--- src/rtl/fetch_pipe_unit.sv ---
// fetch_pipe_unit: fetch-to-decode register with 2-entry skid queue, redirect squash and fetch backpressure; FETCH_PIPE_BYPASS_EN enables 1-cycle empty-queue bypass
module fetch_pipe_unit #(
    parameter int DATA_WIDTH   = 32,
    parameter int ADDRESS_BITS = 20
) (
    input  logic                    clock,
    input  logic                    reset,
    input  logic                    stall,
    input  logic                    stall_mem_wb,
    input  logic                    req_issue,
    input  logic                    inst_valid_fetch,
    input  logic [DATA_WIDTH-1:0]   instruction_fetch,
    input  logic [ADDRESS_BITS-1:0] PC_fetch,
    input  logic [1:0]              next_PC_select_execute,
    input  logic                    branch_execute,
    output logic [DATA_WIDTH-1:0]   instruction_decode,
    output logic [ADDRESS_BITS-1:0] PC_decode,
    output logic                    valid_decode,
    output logic                    fetch_hold,
    output logic                    queue_overflow
);
    localparam int EW = DATA_WIDTH + ADDRESS_BITS;
    localparam logic [DATA_WIDTH-1:0] NOP = DATA_WIDTH'(32'h0000_0013);

    typedef enum logic [1:0] {EMPTY, ONE, TWO} count_t;

    count_t                  count, count_n;
    logic [1:0]              outstanding, outstanding_n, drop, drop_n, level;
    logic [EW-1:0]           q [2];
    logic [EW-1:0]           q_n [2];
    logic                    flush, advance, accept, deq, byp, enq, room, resp, overflow_n, valid_n;
    logic [DATA_WIDTH-1:0]   inst_n;
    logic [ADDRESS_BITS-1:0] pc_n;

    always_comb begin
        flush   = next_PC_select_execute[1] | ((next_PC_select_execute == 2'b01) & branch_execute);
        advance = !flush && !(stall || stall_mem_wb);
        accept  = inst_valid_fetch && drop == 2'd0 && !flush;
        deq     = advance && count != EMPTY;
`ifdef FETCH_PIPE_BYPASS_EN
        byp     = advance && count == EMPTY && accept;
`else
        byp     = 1'b0;
`endif
        enq     = accept && !byp;
        // occupancy after this cycle's dequeue decides where (and whether) the response lands
        level   = count - {1'b0, deq};
        room    = level != 2'd2;
        q_n     = q;
        if (deq) q_n[0] = q[1];
        if (enq && room) q_n[level[0]] = {instruction_fetch, PC_fetch};
        count_n       = flush ? EMPTY : count_t'(level + {1'b0, enq && room});
        overflow_n    = queue_overflow || (enq && !room);
        resp          = inst_valid_fetch && outstanding != 2'd0;
        outstanding_n = outstanding + {1'b0, req_issue} - {1'b0, resp};
        // a request issued in the flush cycle targets the new PC, so it is not counted for dropping
        drop_n  = flush ? outstanding - {1'b0, resp} : drop - {1'b0, inst_valid_fetch && drop != 2'd0};
        valid_n = flush ? 1'b0 : (deq || byp) ? 1'b1 : advance ? 1'b0 : valid_decode;
        inst_n  = (flush || (advance && !deq && !byp)) ? NOP
                : deq ? q[0][EW-1:ADDRESS_BITS] : byp ? instruction_fetch : instruction_decode;
        pc_n    = (flush || (advance && !deq && !byp)) ? '0
                : deq ? q[0][ADDRESS_BITS-1:0] : byp ? PC_fetch : PC_decode;
    end

    always_ff @(posedge clock or negedge reset) begin
        if (!reset) begin
            count              <= EMPTY;
            outstanding        <= '0;
            drop               <= '0;
            q[0]               <= '0;
            q[1]               <= '0;
            queue_overflow     <= 1'b0;
            instruction_decode <= NOP;
            PC_decode          <= '0;
            valid_decode       <= 1'b0;
        end else begin
            count              <= count_n;
            outstanding        <= outstanding_n;
            drop               <= drop_n;
            q[0]               <= q_n[0];
            q[1]               <= q_n[1];
            queue_overflow     <= overflow_n;
            instruction_decode <= inst_n;
            PC_decode          <= pc_n;
            valid_decode       <= valid_n;
        end
    end

    assign fetch_hold = ({1'b0, count} + {1'b0, outstanding}) >= 3'd2;
endmodule

--- config.mk ---
export PLATFORM = sky130hd
export DESIGN_NAME = fetch_pipe_unit
export DESIGN_NICKNAME = d
export VERILOG_FILES = /design/src/rtl/fetch_pipe_unit.sv
export SDC_FILE = /design/constraint.sdc
export NUM_CORES = 1
export LEC_CHECK = 0
export ABC_AREA = 0
export ABC_CLOCK_PERIOD_IN_PS = 2600
export CAP_MARGIN = 25
export CORE_MARGIN = 3
export CORE_UTILIZATION = 32
export DETAILED_ROUTE_END_ITERATION = 10
export GPL_ROUTABILITY_DRIVEN = 0
export PLACE_DENSITY_LB_ADDON = 0.3
export SLEW_MARGIN = 10
export SYNTH_ARGS = -nofsm -noshare
export SYNTH_HDL_FRONTEND = slang
export SYNTH_SLANG_ARGS = --single-unit
--- constraint.sdc ---
create_clock -name clock -period 2.6 [get_ports clock]
set_clock_uncertainty 0.05 [all_clocks]
set_input_delay 0.39 -clock clock [delete_from_list [all_inputs] [get_ports clock]]
set_output_delay 0.39 -clock clock [all_outputs]
set_load 0.02 [all_outputs]
==> results.yml <==
synthesis:
  synthMuxAreaShare_pct: 9.07
  synth_edf_count: 0
  synth_commonest_cells: "dfrtp_1, mux2_2, o22ai_1"
  yosysMostFrequentCell: "dfrtp_1"
  synth_area_per_cell_sq_um: 14.2
  synthCells: 455
  synthesis.yosys.warnings: 0
  synth_compound_area_share_pct: 20.8
  netlist.top_cell.by_area: "dfrtp_1"
  synth_top_cells_by_area: "dfrtp_1, mux2_2, a22o_1"
  yosysUniqueCellTypes: 32
  synth_top_area_share_pct: 62.4
  synth_top_family_by_area: "compound AO/OA/AOI/OAI gates"
  synth_nets: 521
  async_flop_share_pct: 100
  ys.flop_type: "dfrtp_1"
  synth-seq-area-share_pct: 63.6
  ys_ff_latch: 164
  synth_simple_gate_area_share_pct: 1.30
  synth-xor-area-share_pct: 0.678
  synthAdderAreaFrac_pct: 1.09
  syn_area_sq_um: 6460
sta:
  finalCritPeriodShare_pct: 95.5
  final_hold_viol_count: 0
  report.final.slew_viol_count: 0
  rsz0062_at_grt: "false"
  fmax_mhz: 403
  worst_slack_ns: 0.116
  slew_headroom_pct: 51.0
  setup_viol: 0
  fin_crit_ns: 2.48
  tightest_slew_ns: 0.735
clock_network:
  cts_setup_buffers: 0
  clock_latency_ns: 0.42
  cts.path.max_buffers: 2
  numCtsBuffers: 17
  cts_tree: "built"
  clk_pin_slew_ns: 0.07
  cts_sinks: 164
  cts-root-buf: "clkbuf_16"
  htreeDepth: 4
setup_path:
  critPathArrivalTime_ns: 2.04
  worstPathMaxFanout: 5
  timing.rr.start: "count[0]$_DFF_PN0_"
  cp.required_ns: 2.16
  end_kind: "output port"
  cp-startpoint: "count[1]$_DFF_PN0_"
  worst-setup-path-type: "reg2out"
  start_kind: "flop"
drt:
  vias_per_cell: 5.17
  post_drt_wl_per_cell_microns: 19.2
  detail_route.iter0.violations: 267
  drt_wl_total_mm: 16.3
  ant_nets: 0
  via_count: 4402
  drc: 0
  dr.pass1.iters: 4
job:
  max_cap_violations: 0
floorplanning:
  dieArea_sq_um: 21900
  boundaryPins: 116
  die_h_microns: 148
  start_util_pct: 32.8
  rows: 51
  core_area_sq_um: 19700
  die_x_microns: 148
finish:
  layout-drive-gt1-share_pct: 21.2
  final_area_sq_um: 8660
  fillers: 1820
  fin_cells: 851
  nets: 639
  antennaDiodeCount: 0
  area_delta_synth_final_pct: 34.2
global_route:
  grt_max_degree: 66
  grt.overflow.total: 0
  grt_pass1_vias: 4769
  grt_usage_pct: 15.4
  grt_pass1_wl_mm: 26.5
  antenna_found_initial: 0
pwr:
  ir_worst_vdd_mv: 0.403
  p_leak_nw: 3.81
  power_per_cell_area_nw_per_um2: 878
place:
  placed_cell_area_sq_um: 8060
  dp_hpwl_mm: 10.1
  pre_cts_ws_ns: -0.208
  place_inst: 818
  portBuffers: 115
outcome:
  status: "completed"
min_path:
  hp-class: "in2async"
[power breakdown]
| part | leakage (nW) | switching, mW | internal [mW] |
|---|---|---|---|
| Sequential | 2.11 | 0.405 | 3.24 |
| Clock | 0.281 | 1.04 | 1.45 |
| Combinational | 1.42 | 0.608 | 0.859 |
[final timing paths]
path	to	slack (ns)	cells after the start
setup / recovery	fetch_hold	0.12	4
hold / removal	async pin	0.44	2
setup reg to reg	q[99]$_DFF_PN0_	0.13	9
hold reg to reg	valid_decode$_DFFE_PN0P_	0.44	2
max in group asynchronous	instruction_decode[9]$_DFFE_PN0P_	1.31	3
min in group clock	valid_decode$_DFFE_PN0P_	0.44	2
[stage by stage]
step	power (mW)	util (%)	hold slack [ns]	setup TNS, ns
4_1_cts	7.69	44.1	0.450	0
5_1_grt	8.03	44.1	0.462	0
2_1_floorplan	4.61	-	0.0444	0
3_5_place_dp	5.16	41.0	0.337	-11.27
6_report	7.61	44.1	0.441	0
3_3_place_gp	5.08	41.0	0.326	-6.80
[worst max-delay path, cell delays in order (launching register included)]
cell,delay [ns]
dfrtp_1,0.39
buf_4,0.17
fa_1,0.45
or2_2,0.30
dlygate4sd2_1,0.32
[logic make-up after synthesis]
logic type                 after synthesis
AOI/OAI and AO/OA                      167
DFF                                    164
muxes                                   52
buffers and inverters                   45
and+or+nand+nor                         17
xor gates and xnor gates                 5
adders and majority gates                5
[routing by layer]
metal / global-route usage, % / vias up / share of wire [%]
met3: 4.23 / 13 / 5.9
met4: 4.16 / 0 / 1.3
li1: - / 1983 / -
met1: 20.6 / 2287 / 46
met5: 0 / - / 0
met2: 24.7 / 119 / 47
[layout by cell type, fill, tap and decap left out, types with 2 or more instances in the layout]
cell	instances
dfrtp_1	161
clkdlybuf4s50_1	113
o22ai_1	52
mux2_2	52
a2bb2oi_1	49
a22o_1	49
clkbuf_16	17
buf_4	14
buf_12	8
nor2_1	6
inv_1	5
nand2_1	4
clkinv_4	4
a2bb2oi_2	3
a21oi_1	3
xnor2_1	3
o22a_1	3
ha_1	3
clkinvlp_4	3
inv_6	3
dfstp_2	3
a21oi_4	2
o21a_1	2
xor2_1	2
bufinv_16	2
[final cells by class]
cell class | instances | area (sq um) | share of cell area (%)
Clock buffer | 19 | 443 | 5.11
Clock inverter | 13 | 149 | 1.72
Inverter | 6 | 22.5 | 0.260
Multi-Input combinational cell | 246 | 2180 | 25.2
Sequential cell | 164 | 4110 | 47.4
Tap cell | 265 | 332 | 3.83
Timing Repair Buffer | 138 | 1430 | 16.5
[timing repair]
item | CTS | global route
hold buffers | 1 | 0
gates resized for setup | 1 | 0
setup endpoints to repair | 1 | 0
endpoints found under the hold margin | 52 | 0
No activity file was read; power rests on OpenSTA's default activity.
